--- src/rtl/instr_fetch_unit.sv ---
// -----------------------------------------------------------------------------
// instr_fetch_unit
//
// Fetches one instruction word from instruction memory at the address given by
// the PC. The word travels over a req/ack handshake and is latched into the
// instruction register (IR). The control FSM pulses fetch_start. This block
// answers with fetch_done once ir_out holds the new word, or with fetch_err if
// the fetch timed out. A flush abandons the fetch in flight and drops its data.
//
// Optional feature:
//   FETCH_TIMEOUT_EN  When defined, a fetch aborts with a fetch_err pulse after
//                     TIMEOUT request cycles that see no ack. When undefined,
//                     the unit waits for an ack indefinitely and fetch_err is
//                     tied to 0.
//
// Parameters:
//   ADDR_W   width of the PC and of the memory address
//   DATA_W   width of an instruction word
//   TIMEOUT  number of request cycles without an ack before the fetch aborts
//            (used only with FETCH_TIMEOUT_EN; legal range 1..255)
//
// Ports:
//   clock        system clock, rising edge
//   reset_n      asynchronous active-low reset
//   pc_in        fetch address; sampled only when a fetch_start is accepted
//   fetch_start  request one fetch; accepted only while idle
//   flush        abort any fetch in progress and discard its data
//   mem_req      read request to instruction memory
//   mem_addr     read address; stable while mem_req is high
//   mem_ack      memory returns data this cycle (ignored unless mem_req is high)
//   mem_rdata    instruction word; valid when mem_ack is high
//   ir_out       instruction register
//   fetch_done   one-cycle pulse; ir_out has just been updated
//   busy         fetch in flight (always equal to mem_req)
//   fetch_err    one-cycle pulse; the fetch was aborted by timeout
// -----------------------------------------------------------------------------
module instr_fetch_unit #(
  parameter int ADDR_W  = 16,
  parameter int DATA_W  = 16,
  parameter int TIMEOUT = 15
) (
  input  logic              clock,
  input  logic              reset_n,
  input  logic [ADDR_W-1:0] pc_in,
  input  logic              fetch_start,
  input  logic              flush,
  output logic              mem_req,
  output logic [ADDR_W-1:0] mem_addr,
  input  logic              mem_ack,
  input  logic [DATA_W-1:0] mem_rdata,
  output logic [DATA_W-1:0] ir_out,
  output logic              fetch_done,
  output logic              busy,
  output logic              fetch_err
);

  typedef enum logic {
    IDLE = 1'b0,
    REQ  = 1'b1
  } state_t;

  state_t state;

  // busy is defined to be mem_req. Driving it from the same flop keeps the
  // two outputs identical in every cycle, including during reset.
  assign busy = mem_req;

`ifdef FETCH_TIMEOUT_EN
  // The value the wait counter holds in the last request cycle before the
  // fetch gives up. The counter is 0 in the first request cycle.
  localparam logic [7:0] TO_LAST = 8'(TIMEOUT - 1);

  logic [7:0] wait_cnt;
`endif

  // NOTE: sequential state is updated with non-blocking assignments only. Every
  // register in this block sees the values from before the clock edge, which
  // matches the flop-to-flop behaviour of the hardware.
  always_ff @(posedge clock or negedge reset_n) begin
    if (!reset_n) begin
      state      <= IDLE;
      mem_req    <= 1'b0;
      mem_addr   <= '0;
      ir_out     <= '0;
      fetch_done <= 1'b0;
`ifdef FETCH_TIMEOUT_EN
      fetch_err  <= 1'b0;
      wait_cnt   <= '0;
`endif
    end else begin
      // The status pulses last one cycle. They are cleared here and set again
      // only by the branch that completes or aborts a fetch.
      fetch_done <= 1'b0;
`ifdef FETCH_TIMEOUT_EN
      fetch_err  <= 1'b0;
`endif

      unique case (state)
        IDLE: begin
          // flush beats a simultaneous start: the redirect makes pc_in stale.
          if (fetch_start && !flush) begin
            mem_addr <= pc_in;
            mem_req  <= 1'b1;
`ifdef FETCH_TIMEOUT_EN
            wait_cnt <= '0;
`endif
            state    <= REQ;
          end
        end

        REQ: begin
          // fetch_start is ignored here. A new fetch is not queued.
          if (flush) begin
            // Data that arrives in the flush cycle belongs to the old stream.
            mem_req <= 1'b0;
            state   <= IDLE;
          end else if (mem_ack) begin
            ir_out     <= mem_rdata;
            fetch_done <= 1'b1;
            mem_req    <= 1'b0;
            state      <= IDLE;
`ifdef FETCH_TIMEOUT_EN
          end else if (wait_cnt == TO_LAST) begin
            mem_req   <= 1'b0;
            fetch_err <= 1'b1;
            state     <= IDLE;
          end else begin
            wait_cnt <= wait_cnt + 8'd1;
`endif
          end
        end

        default: begin
          mem_req <= 1'b0;
          state   <= IDLE;
        end
      endcase
    end
  end

`ifndef FETCH_TIMEOUT_EN
  assign fetch_err = 1'b0;
`endif

endmodule

--- config.mk ---
export PLATFORM = sky130hd
export DESIGN_NAME = instr_fetch_unit
export DESIGN_NICKNAME = d
export VERILOG_FILES = /design/src/rtl/instr_fetch_unit.sv
export SDC_FILE = /design/constraint.sdc
export NUM_CORES = 1
export LEC_CHECK = 0
export ABC_AREA = 1
export CORE_MARGIN = 10
export CORE_UTILIZATION = 36
export DETAILED_ROUTE_END_ITERATION = 6
export GPL_TIMING_DRIVEN = 0
export PLACE_DENSITY = 0.73
export SETUP_SLACK_MARGIN = 0.02
export SYNTH_ARGS = -nofsm -noshare
export SYNTH_HDL_FRONTEND = slang
export SYNTH_SLANG_ARGS = --single-unit
--- constraint.sdc ---
create_clock -name clock -period 1 [get_ports clock]
set_clock_uncertainty 0.1 [all_clocks]
set_input_delay 0.1 -clock clock [delete_from_list [all_inputs] [get_ports clock]]
set_output_delay 0.1 -clock clock [all_outputs]
set_load 0.03 [all_outputs]
=== Yosys cells after proc, flatten, opt, wreduce, memory -nomap -nowiden ===
Index checks and enable logic that the tools add are counted.

* Latch bits: 0
* Bits of input ports: 37
* Output and inout port bits: 36
* ROM bits: 0
* Register bits: 35
* Word-level logic and storage cells: 25
* Memories kept: 0
* Bits in writable memories: 0

* Order comparisons: 0
* Bitwise logic cells: 2
* Mux-type cells: 11
* Div/mod/pow operators: 0
* Reduce and logical (&&, ||, !) cells: 5
* Equal/unequal tests: 2
* Multipliers: 0
* $add $sub $neg: 0
* Shift-type cells: 0

{| class="wikitable"
|+ Operators with widths
! cell !! number
|-
| 1-bit 2-to-1 mux || 9
|-
| 1-bit one-hot mux with 2 select lines || 2
|-
| 2-bit AND reduction || 2
|-
| 3-bit != test (second input constant) || 1
|-
| 3-bit AND reduction || 1
|-
| 2-bit != test (second input constant) || 1
|-
| 1-bit inverter || 2
|-
| 1-bit logical AND || 1
|-
| 1-bit logical NOT || 1
|}

=== Longest topological paths before layout ===
Gate-level depths: netlist of the first run.

* Depth in word-level cells: 4
* Mapped depth: 5
* Depth with buffers taken out: 4

=== Least setup slack after synthesis of the first run ===
OpenSTA, ideal clock, no wires.

* Kind: reg-to-reg
* Start point: register state
* End point: register mem_addr[10]
* Data arrival time: 0.853 ns
* Setup time: 0.118 ns
* Stages on the path, launching flop included: 6
* Path buffers: 1
* Required time: 0.782 ns
* Clock period less this slack: 1.071 ns
* Setup slack: -0.071 ns
* Path through: dfrtp_1 > inv_2 > nand3_4 > buf_6 > nand2_1 > nand2_1

* Word-level cells in the longest chain between the ends: 2

{| class="wikitable"
|+ Ends and longest elaborated chain
! element !! RTL line !! text
|-
| from (decl) || 62 || <nowiki>state_t state;</nowiki>
|-
| from (signal assigned) || 81 || <nowiki>state <= IDLE;</nowiki>
|-
| from (signal assigned) || 107 || <nowiki>state <= REQ;</nowiki>
|-
| from (signal assigned) || 116 || <nowiki>state <= IDLE;</nowiki>
|-
| 1-bit inverter || n/a ||
|-
| 2-bit AND reduction (no line) || n/a ||
|-
| to (signal assigned) || 102 || <nowiki>mem_addr <= pc_in;</nowiki>
|-
| to (decl) || 48 || <nowiki>output logic [ADDR_W-1:0] mem_addr,</nowiki>
|}

Every way passes these cells.
A chain may end at the register's enable or synchronous reset.

=== Worst setup path in the final report of the first run ===
* Start point: register mem_req, in the netlist busy
* End point: output port mem_req

{| class="wikitable"
|+ RTL lines
! element !! RTL line !! text
|-
| from (decl) || 47 || <nowiki>output logic mem_req,</nowiki>
|-
| from (signal assigned) || 82 || <nowiki>mem_req <= 1'b0;</nowiki>
|-
| from (signal assigned) || 103 || <nowiki>mem_req <= 1'b1;</nowiki>
|-
| from (signal assigned) || 115 || <nowiki>mem_req <= 1'b0;</nowiki>
|}

No word-level cell between the ends.

==> summary.log, run 1 <==
[run_status] run status complete, but fails checks
[run_status] violated checks negative hold slack, negative setup slack
[power] internal power consumption 3.56 mW
[sta] post-route setup slack -137 ps
[route] number of DRC violations after detailed-routing iteration 0 53
[worst_setup_path] worst-path cell with the longest stage delay sky130_fd_sc_hd__dfrtp_1
[worst_setup_path] Worst Setup Start Kind flip-flop
[worst_setup_path] path length in cells of the critical path 2
[sta] Final Hold Fails 35
[layout] layout overhead on the synthesized area 92.0%
[power] Leakage 1.45 nW
[floorplanning] Die Footprint 0.00714 mm²
[worst_setup_path] WP data required 800 ps
[synthesis] cell type with the highest aggregate area in the netlist sky130_fd_sc_hd__dfrtp_1
[worst_setup_path] worst r2r dst ir_out[10]
[sta] Final min period 1140 ps
[sta] max-slew violation count 0
[synthesis] fraction of the mapped netlist area in compound gates 0.334%
[floorplanning] Placement Rows 23
[grt] Overall Global Routing Usage 12.9%
[clock_network] # clock sinks 35
[synthesis] Post-Synth Simple-Gate Area 33.2%
[synthesis] Post-Synth XOR/XNOR Area 0%
[power] share of total power in combinational logic 44.5%
[flow_run] number of violations of the max-capacitance limit 0
[sta] highest achievable clock rate 880 MHz
[worst_setup_path] Crit path largest cell delay 410 ps
[synthesis] post-synthesis async set-or-reset flop share 100%
[clock_network] clock tree root buffer cell sky130_fd_sc_hd__clkbuf_8
[route] total length of routed met2 wires 2560 µm
[route] Routed met3 length 364 µm
[worst_setup_path] start of the worst register-to-register path state
[synthesis] Synth top cells by count sky130_fd_sc_hd__nand2_1, sky130_fd_sc_hd__dfrtp_1, sky130_fd_sc_hd__nand4_1, sky130_fd_sc_hd__buf_2, sky130_fd_sc_hd__buf_4
[power] switching power 1.91 mW
[floorplanning] io pins 73
[synthesis] adder and majority gate portion of the synthesized area 0%
[synthesis] dominant combinational cell family by area after synthesis simple AND/OR/NAND/NOR gates
[floorplanning] CORE AREA 0.00400 mm²
[power] maximum vdd ir drop 0.899 mV
[power] power per cell area 1910 mW/mm²
[clock_network] clock transition at the registers of the reported paths 70 ps
[sta] fin crit share 114%
[clock_network] total CTS buffers 5
[layout] final non-filler cell total 322
[worst_setup_path] worst endpoint data arrival time 940 ps
[worst_hold_path] worst min-delay path category in -> async
[route] Top Layer Used met4
[synthesis] yosys warns 0
[synthesis] top area cells in the synthesized netlist sky130_fd_sc_hd__dfrtp_1, sky130_fd_sc_hd__nand2_1, sky130_fd_sc_hd__nand4_1
[synthesis] multiplexer share of the synthesized area 0%
[worst_setup_path] sort of element at the end of the critical path primary output
[synthesis] library cells used by synthesis 14
[sta] final setup TNS -3650 ps
[power] Design Power 5.47 mW
[synthesis] most frequently used flop master after synthesis sky130_fd_sc_hd__dfrtp_1
[floorplanning] Die Span X 84.5 µm
[place] hpwl dp 3190 µm
[place] Cell Count Post-Placement 276
[clock_network] clock tree from TritonCTS yes
[sta] transition time at the pin with the least slew margin 782 ps
[floorplanning] Die Span Y 84.5 µm
[route] average wire length per cell after detail routing 14.9 µm
[sta] unrepaired setup endpoints after global routing true
[grt] vias in the first global route 1552
[synthesis] net count after synthesis 194
[worst_setup_path] WS Path Type reg -> out
[synthesis] combined area of all synthesized cells 0.00150 mm²
[layout] Layout Nets 308
[route] post-route antenna net violation count 0
[synthesis] FF+latch count, synth 35
[worst_setup_path] CP top delay family flip-flops
[place] count of input and output buffers 69
[route] router iterations before antenna repair 4
[floorplanning] starting density of the core 37.4%
[worst_setup_path] buffering stage count on the worst path with inverters included 2
[route] length of routed wiring on met1 1860 µm
[sta] remaining max-slew budget at the tightest pin 47.9%
[clock_network] Bufs on Longest Clock Path 2
[route] per-cell via count in the routed design 4.71
[power] Sw Ratio 34.9%
[worst_setup_path] cell depth of the worst flop-to-flop path 5
[clock_network] worst-skew pair later-pin latency 280 ps
[sta] # setup viols final 69
[grt] largest net degree at the start of global routing 36
[grt] number of antenna violations at the first check in global routing 0
[grt] global-route wire length before repair 7710 µm
[worst_setup_path] slack of the worst reg-to-reg path -130 ps
[layout] antenna diode instance count 0
[synthesis] Mean Syn Cell Area 9.53 µm²
[synthesis] sequential share of the synthesized area 58.5%
[synthesis] share of the synthesized area in the top cell type 58.5%
[sta] Post-Route Hold Slack -207 ps
[grt] global route overflow 0
[power] power share of the clock group 20.6%
[power] relative contribution of sequential cells to total power 34.8%
[worst_setup_path] highest net fanout along the worst path 3
[route] via total after detailed routing 1517
[synthesis] count of flip-flops with a built-in enable after synthesis 0
[worst_setup_path] cell repeated most along the worst path sky130_fd_sc_hd__buf_6
[synthesis] gate count of the mapped netlist 157
[layout] fraction of final layout cells sized beyond drive strength 1 52.6%
[route] routed wire length 4800 µm
[clock_network] htree depth 2
[synthesis] most instantiated library cell after synthesis sky130_fd_sc_hd__nand2_1
[worst_setup_path] cell-by-cell trace of the critical path buf_6 > buf_6
[route] DR DRC count 0
[place] gpl congestion 0.686
-- registers in the layout, summed over array words and instances (netlist names) --
signal / cells
busy: 1
state: 1
mem_addr: 16
fetch_done: 1
ir_out: 16
-- cells in the final DEF, fill, tap and decap left out, drive strengths merged --
cell type       n
nand3           2
nor2            1
conb            1
buf            87
clkbuf          9
nand4          32
dlymetal6s2s    1
clkdlybuf4s50  32
o21ai           1
inv             3
dfrtp          35
nand2          68
-- metrics by stage --
step | util, % | area [µm²] | hold slack (ps) | setup slack, ps
2_1_floorplan | - | 1500 | -296 | -67.0
6_report | 71.8 | 2870 | -207 | -137
3_5_place_dp | 56.2 | 2250 | 128 | -371
4_1_cts | 65.9 | 2640 | -177 | -158
5_1_grt | 71.8 | 2870 | -161 | -193
3_3_place_gp | 56.3 | 2250 | 332 | -1050
-- final cells by class --
type                       count  area [µm²]
fill                         302        1130
timing repair buffer         107        1050
sequential                    35         876
multi-input combinational    105         647
buffer                        14         116
clock buffer                   8         100
tap                           50        62.6
inverter                       3        16.3
-- how the worst max path moves through the flow --
stage / slack (ps) / from / to
5_1_grt: -190 / busy / mem_req
2_1_floorplan: -70 / state / mem_addr[10]
4_1_cts: -160 / busy / mem_req
3_3_place_gp: -1050 / reset_n / ir_out[7]
6_report: -140 / busy / mem_req
3_5_place_dp: -370 / flush / ir_out[13]
-- worst register-to-register path, stage by stage, from the launching register on --
cell and delay [ps]:
sky130_fd_sc_hd__dfrtp_1 400, sky130_fd_sc_hd__buf_6 150, sky130_fd_sc_hd__nand3_4 100, sky130_fd_sc_hd__buf_6 160
sky130_fd_sc_hd__nand2_2 60, sky130_fd_sc_hd__nand2_1 50
-- power groups by stage --
stage                     Clock, mW  Sequential (mW)  Combinational, mW
after global placement            0             1.86               1.77
after floorplan                   0             2.42              0.367
after global routing           1.23             1.94               2.60
after CTS                      1.14             1.92               2.08
final                          1.13             1.91               2.44
after detailed placement          0             1.87               1.78
-- metal layers --
| metal | vias up | track usage [%] |
|---|---|---|
| li1 | 755 | - |
| met1 | 719 | 14.1 |
| met3 | 2 | 6.47 |
| met5 | - | 0 |
| met4 | 0 | 3.14 |
| met2 | 41 | 21.9 |
-- what timing repair did --
item                                   in CTS  in global routing
endpoints found under the hold margin      35                 35
setup endpoints to repair                  70                 70
pin swaps                                   1                  1
gates resized for setup                   284                 24
gates cloned                                3                  0
buffers inserted                           14                 21
-- cell families after synthesis --
logic type             Yosys count
other                            1
buffers and inverters           17
AOI/OAI and AO/OA                1
and+or+nand+nor                103
DFF                             35
Power figures use the tool's default switching activity.
==> run 2: changes to the inputs <==
CORE_UTILIZATION = 40   (was 36)
PLACE_DENSITY = 0.77   (was 0.73)
clock period = 1.25 ns   (was 1 ns; I/O delays follow)
==> run 2 against run 1 <==
Net effect: the run now ends clean; die area decreased by 7.7%; global-route usage increased by 0.062 points; power decreased by 35%; count of clock-buffer cells in the layout decreased by 2; critical path depth decreased by 1; clock power decreased by 34%; sequential share of layout area increased by 6.0 points; hold slack improved by 280 ps; non-clock buffer count decreased by 33; sequential power decreased by 23%; utilization decreased by 5.7 points; critical path type unchanged; critical endpoint is now fetch_done; largest cell class is now registers.
==> summary.log, run 2 (synthesis gave the netlist of run 1 again) <==
[worst_setup_path] WP data required 1020 ps [+220 ps]
[worst_setup_path] sort of element at the end of the critical path primary output
[floorplanning] Die Span Y 81.2 µm [-3.9%]
[grt] vias in the first global route 1257 [-19%]
[floorplanning] Die Span X 81.2 µm [-3.9%]
[power] Leakage 1.17 nW [-19%]
[clock_network] worst-skew pair later-pin latency 280 ps [about the same]
[worst_setup_path] Worst Setup Start Kind flip-flop
[power] Sw Ratio 36.6% [+1.6 points]
[clock_network] clock transition at the registers of the reported paths 60 ps [about the same]
[power] switching power 1.31 mW [-32%]
[floorplanning] Placement Rows 22 [-4.3%]
[floorplanning] io pins 73 [unchanged]
[worst_setup_path] WS Path Type reg -> out
[layout] most common cell after layout, fill and taps aside sky130_fd_sc_hd__nand2_1
[layout] final non-filler cell total 285 [-11%]
[place] post-placement setup slack -145 ps [+227 ps]
[grt] number of antenna violations at the first check in global routing 0 [unchanged]
[floorplanning] Die Footprint 0.00659 mm² [-7.7%]
[sta] Post-Route Hold Slack 70.2 ps [+277 ps]
[worst_setup_path] worst-path cell with the longest stage delay sky130_fd_sc_hd__dlygate4sd2_1
[clock_network] # clock sinks 35 [unchanged]
[layout] Layout Nets 275 [-11%]
[place] count of input and output buffers 69 [unchanged]
[clock_network] total CTS buffers 5 [unchanged]
[grt] Overall Global Routing Usage 13.0% [+0.062 points]
[clock_network] Bufs on Longest Clock Path 2 [unchanged]
[grt] global route overflow 0 [unchanged]
[route] post-route antenna net violation count 0 [unchanged]
[layout] area used by multi-input combinational logic 505 µm² [-22%]
[sta] Final min period 1210 ps
[worst_setup_path] highest net fanout along the worst path 1 [-2]
[worst_hold_path] worst min-delay path category in -> reg
[clock_network] htree depth 2 [unchanged]
[grt] largest net degree at the start of global routing 36 [unchanged]
[sta] # setup viols final 0 [-100%]
[sta] post-route setup slack 43.8 ps [+181 ps]
[worst_setup_path] Crit path largest cell delay 390 ps [-20 ps]
[power] power per cell area 1490 mW/mm² [-22%]
[layout] antenna diode instance count 0 [unchanged]
[floorplanning] starting density of the core 41.2% [+3.8 points]
[power] share of total power in combinational logic 38.0% [-6.5 points]
[route] DR DRC count 0 [unchanged]
[run_status] run status complete, no violations
[route] via total after detailed routing 1374 [-9.4%]
[sta] unrepaired setup endpoints after global routing false
[sta] final setup TNS 0 ps [+3650 ps]
[route] routed wire length 4370 µm [-8.9%]
[layout] top library cells by usage in the layout, fill and taps aside sky130_fd_sc_hd__nand2_1, sky130_fd_sc_hd__dfrtp_1, sky130_fd_sc_hd__clkdlybuf4s50_1, sky130_fd_sc_hd__nand4_1, sky130_fd_sc_hd__clkdlybuf4s15_2
[power] maximum vdd ir drop 0.769 mV [-14%]
[worst_setup_path] CP top delay family buffers and inverters
[sta] fin crit share 96.5%
[power] internal power consumption 2.27 mW [-36%]
[sta] Final Hold Fails 0 [-100%]
[clock_network] clock tree root buffer cell sky130_fd_sc_hd__clkbuf_8
[place] Cell Count Post-Placement 274 [-0.72%]
[route] average wire length per cell after detail routing 15.3 µm [+2.9%]
[layout] fillcell total 320 [+6.0%]
[clock_network] clock tree from TritonCTS yes
[layout] layout overhead on the synthesized area 60.6%
[layout] Regs by FF count ir_out: 16 flops, mem_addr: 16 flops
[worst_setup_path] cell-by-cell trace of the critical path dlygate4sd2_1
[worst_setup_path] worst endpoint data arrival time 980 ps [+40 ps]
[sta] max-slew violation count 0 [unchanged]
[layout] Register Area 876 µm² [unchanged]
[layout] fraction of final layout cells sized beyond drive strength 1 26.6% [-26 points]
[route] number of DRC violations after detailed-routing iteration 0 53 [unchanged]
[grt] global-route wire length before repair 6510 µm [-16%]
[power] power share of the clock group 20.7% [about the same]
[place] gpl congestion 0.760 [+11%]
[floorplanning] CORE AREA 0.00363 mm² [-9.2%]
[route] router iterations before antenna repair 4 [unchanged]
[place] hpwl dp 3170 µm [-0.59%]
[worst_setup_path] buffering stage count on the worst path with inverters included 1 [-1]
[power] relative contribution of sequential cells to total power 41.3% [+6.5 points]
[flow_run] number of violations of the max-capacitance limit 0 [unchanged]
[route] per-cell via count in the routed design 4.82 [+2.3%]
[sta] highest achievable clock rate 829 MHz
run 2: cell count changes in the layout (fill, tap and decap cells not counted), moves of 2 or more:
cell,change
sky130_fd_sc_hd__buf_4,-27
sky130_fd_sc_hd__nand2_2,-34
sky130_fd_sc_hd__clkbuf_8,-2
sky130_fd_sc_hd__clkdlybuf4s15_2,+32
sky130_fd_sc_hd__nand2_1,+41
sky130_fd_sc_hd__nand2_4,-7
sky130_fd_sc_hd__buf_6,-41
run 2: final timing paths:
| kind | start | to | slack [ps] | cells past startpoint |
|---|---|---|---|---|
| max | fetch_done | fetch_done | 40 | 1 |
| min | fetch_start | mem_addr[15] | 70 | 3 |
| max reg2reg | state | ir_out[9] | 100 | 5 |
| min reg2reg | ir_out[4] | ir_out[4] | 370 | 2 |
| max in group asynchronous | reset_n | ir_out[9] | 430 | 2 |
| min in group asynchronous | reset_n | mem_addr[6] | 280 | 2 |
run 2: through the flow:
stage | instance area [µm²] | power (mW) | utilization (%)
final | 2400 | 3.58 | 66.2
after global routing | 2400 | 3.74 | 66.2
after CTS | 2360 | 3.58 | 65.0
after detailed placement | 2240 | 2.92 | 61.7
after global placement | 2250 | 2.89 | 61.8
after floorplan | 1500 | 2.23 | -
run 2: area by class of cell:
type,instances,share of cell area (%)
Buffer,14,4.22
Clock buffer,6,3.02
Inverter,3,0.677
Multi-Input combinational cell,105,21.0
Sequential cell,35,36.4
Tap cell,48,2.50
Timing Repair Buffer,74,32.1
run 2: power by group through the flow:
stage	clock network, mW	logic, mW	registers [mW]
after CTS	0.750	1.36	1.48
final	0.741	1.36	1.48
after detailed placement	0	1.42	1.49
after floorplan	0	0.291	1.94
after global placement	0	1.41	1.49
after global routing	0.795	1.44	1.50
run 2: repair_timing:
action	4_1_cts	5_1_grt
hold buffers	1	0
buffers inserted	0	4
resized for setup	101	3
pin swaps	0	1
endpoints found under the hold margin	35	0
endpoints found under the setup margin	35	45
run 2: routing by layer:
layer  vias up  global-route usage, %  routed length (µm)
li1        683                      -                   -
met1       641                   16.1                1820
met2        43                   19.7                2120
met3         7                   4.30                 347
met4         0                   6.75                  81
met5         -                      0                   0
==> run 3: changes to the inputs <==
CORE_UTILIZATION = 35   (was 40)
DONT_BUFFER_PORTS = 1   (was default)
PLACE_DENSITY = 0.47   (was 0.77)
==> run 3 against run 2 <==
Net effect: design area shrank 14%; first-iteration DRC count decreased by 23%; sequential share of layout area is 6.1 points higher; global-route usage decreased by 1.1 points; combinational power is 64% lower; via count decreased by 5.9%; maximum frequency is 2.4% higher; power fell by 9.3%; critical endpoint is now mem_req.
==> summary.log, run 3 (synthesis gave the netlist of run 1 again) <==
[floorplanning] Die Span Y 85.4 µm [+5.2%]
[power] power share of the clock group 24.1% [+3.4 points]
[floorplanning] Die Footprint 0.00729 mm² [+11%]
[grt] global-route wire length before repair 7000 µm [+7.5%]
[layout] top library cells by usage in the layout, fill and taps aside sky130_fd_sc_hd__nand2_1, sky130_fd_sc_hd__dfrtp_1, sky130_fd_sc_hd__dlygate4sd3_1, sky130_fd_sc_hd__nand4_1, sky130_fd_sc_hd__buf_4
[power] share of total power in combinational logic 15.0% [-23 points]
[clock_network] clock tree from TritonCTS yes
[clock_network] worst-skew pair later-pin latency 280 ps [about the same]
[clock_network] clock transition at the registers of the reported paths 70 ps [about the same]
[sta] unrepaired setup endpoints after global routing false
[place] count of input and output buffers 0 [-100%]
[place] Area after DPL 0.00156 mm² [-30%]
[worst_setup_path] start of the worst register-to-register path state
[worst_setup_path] highest net fanout along the worst path 3 [+2]
[worst_setup_path] path length in cells of the critical path 1 [unchanged]
[route] average wire length per cell after detail routing 17.3 µm [+13%]
[worst_setup_path] buffering stage count on the worst path with inverters included 1 [unchanged]
[power] power per cell area 1580 mW/mm² [+5.8%]
[worst_setup_path] WS Path Type reg -> out
[clock_network] Bufs on Longest Clock Path 2 [unchanged]
[sta] highest achievable clock rate 849 MHz [+2.4%]
[route] Routed met3 length 462 µm [+33%]
[power] internal power consumption 1.97 mW [-13%]
[place] gpl congestion 0.698 [-8.1%]
[grt] vias in the first global route 1337 [+6.4%]
[layout] post-route design area 0.00206 mm² [-14%]
[worst_setup_path] worst endpoint data arrival time 950 ps [-30 ps]
[sta] Final Hold Fails 0 [unchanged]
[route] post-route antenna net violation count 0 [unchanged]
[worst_setup_path] CP top delay family flip-flops
[floorplanning] CORE AREA 0.00406 mm² [+12%]
[clock_network] clock tree root buffer cell sky130_fd_sc_hd__clkbuf_8
[worst_setup_path] crit path to mem_req
[worst_hold_path] worst min-delay path category in -> reg
[worst_setup_path] cell depth of the worst flop-to-flop path 5 [unchanged]
[sta] final setup TNS 0 ps [unchanged]
[worst_setup_path] Worst setup startpoint busy
[power] relative contribution of sequential cells to total power 60.9% [+20 points]
[worst_setup_path] sort of element at the end of the critical path primary output
[route] DR DRC count 0 [unchanged]
[route] router iterations before antenna repair 4 [unchanged]
[sta] Final min period 1180 ps [-27.7 ps]
[clock_network] # clock sinks 35 [unchanged]
[worst_setup_path] Crit path largest cell delay 500 ps [+110 ps]
[layout] fraction of final layout cells sized beyond drive strength 1 15.6% [-11 points]
[layout] Layout Nets 241 [-12%]
[run_status] run status complete, no violations
[clock_network] htree depth 2 [unchanged]
[flow_run] number of violations of the max-capacitance limit 0 [unchanged]
[grt] Overall Global Routing Usage 11.8% [-1.1 points]
[place] hpwl dp 2990 µm [-5.6%]
[clock_network] total CTS buffers 5 [unchanged]
[power] switching power 1.28 mW [-2.3%]
[power] Sw Ratio 39.4% [+2.8 points]
[route] length of routed wiring on met1 1690 µm [-7.4%]
[route] via total after detailed routing 1293 [-5.9%]
[layout] Regs by FF count ir_out: 16 flops, mem_addr: 16 flops
[worst_setup_path] worst-path cell with the longest stage delay sky130_fd_sc_hd__dfrtp_2
[layout] layout overhead on the synthesized area 37.7%
[layout] most common cell after layout, fill and taps aside sky130_fd_sc_hd__nand2_1
[layout] antenna diode instance count 0 [unchanged]
[worst_setup_path] cell-by-cell trace of the critical path buf_6
[worst_setup_path] slack of the worst reg-to-reg path 100 ps [about the same]
[worst_setup_path] WP data required 1020 ps [about the same]
[route] number of DRC violations after detailed-routing iteration 0 41 [-23%]
[floorplanning] starting density of the core 36.9% [-4.3 points]
[worst_setup_path] Worst Setup Start Kind flip-flop
[floorplanning] io pins 73 [unchanged]
[worst_setup_path] worst r2r dst ir_out[8]
[floorplanning] Die Span X 85.4 µm [+5.2%]
[route] per-cell via count in the routed design 5.07 [+5.2%]
[sta] # setup viols final 0 [unchanged]
[grt] largest net degree at the start of global routing 36 [unchanged]
[floorplanning] Placement Rows 23 [+4.5%]
[grt] number of antenna violations at the first check in global routing 0 [unchanged]
[route] routed wire length 4400 µm [+0.75%]
[grt] global route overflow 0 [unchanged]
[route] Top Layer Used met4
[route] total length of routed met2 wires 2210 µm [+4.2%]
[sta] fin crit share 94.3% [-2.2 points]
[power] Leakage 1.05 nW [-11%]
[sta] max-slew violation count 0 [unchanged]
[power] maximum vdd ir drop 0.763 mV [-0.79%]
[layout] fillcell total 381 [+19%]
-- run 3: what timing repair did --
| action | in CTS | in global routing |
|---|---|---|
| setup endpoints to repair | 1 | 20 |
| buffers inserted | 0 | 4 |
| hold buffers | 35 | 0 |
| gates resized for setup | 1 | 4 |
| hold endpoints to repair | 69 | 0 |
| cloned | 0 | 1 |
-- run 3: worst min path at each step --
stage                           start     endpoint  slack (ps)  cells after the start
after detailed placement      reset_n    ir_out[4]        -270                      0
final                     fetch_start  mem_addr[3]          70                      3
after floorplan               reset_n         busy        -270                      0
after CTS                 fetch_start  mem_addr[3]          50                      3
after global placement        reset_n    ir_out[4]        -270                      0
after global routing      fetch_start  mem_addr[2]          50                      3
-- run 3: metal layers --
metal | GRT usage (%) | vias to the layer above
met1 | 12.6 | 611
met2 | 19.4 | 57
met4 | 3.59 | 0
met5 | 0 | -
met3 | 6.69 | 5
li1 | - | 620
-- run 3: worst min-delay path: cells and delay by family --
family                 cells  cell delay, ps
and+or+nand+nor            2             140
buffers and inverters      1             150
-- run 3: metrics by stage --
step,hold WS (ps),std cells,setup WS [ps],power [mW],util (%)
finish,65.0,255,71.5,3.25,50.8
global placement,-269,207,66.6,2.34,38.4
CTS,53.0,250,36.3,3.27,49.3
detailed placement,-269,207,57.1,2.35,38.4
floorplan,-271,157,179,2.23,-
global route,53.1,255,39.6,3.44,50.8
-- run 3: final cells by class --
type                            instances  area, µm²  area share (%)
Timing Repair Buffer                   40        413            20.0
Clock inverter                          1       5.00           0.243
Clock buffer                            7       76.3            3.70
Multi-Input combinational cell        105        505            24.5
Inverter                                3       16.3           0.789
Buffer                                 14        105            5.10
Sequential cell                        35        877            42.6
Tap cell                               50       62.6            3.04
-- run 3: power by group through the flow --
stage          Sequential [mW]  Combinational (mW)  Clock [mW]
4_1_cts                   1.99               0.466       0.818
3_3_place_gp              2.00               0.333           0
3_5_place_dp              2.01               0.347           0
5_1_grt                   2.02               0.556       0.870
6_report                  1.98               0.487       0.783
2_1_floorplan             1.94               0.291           0
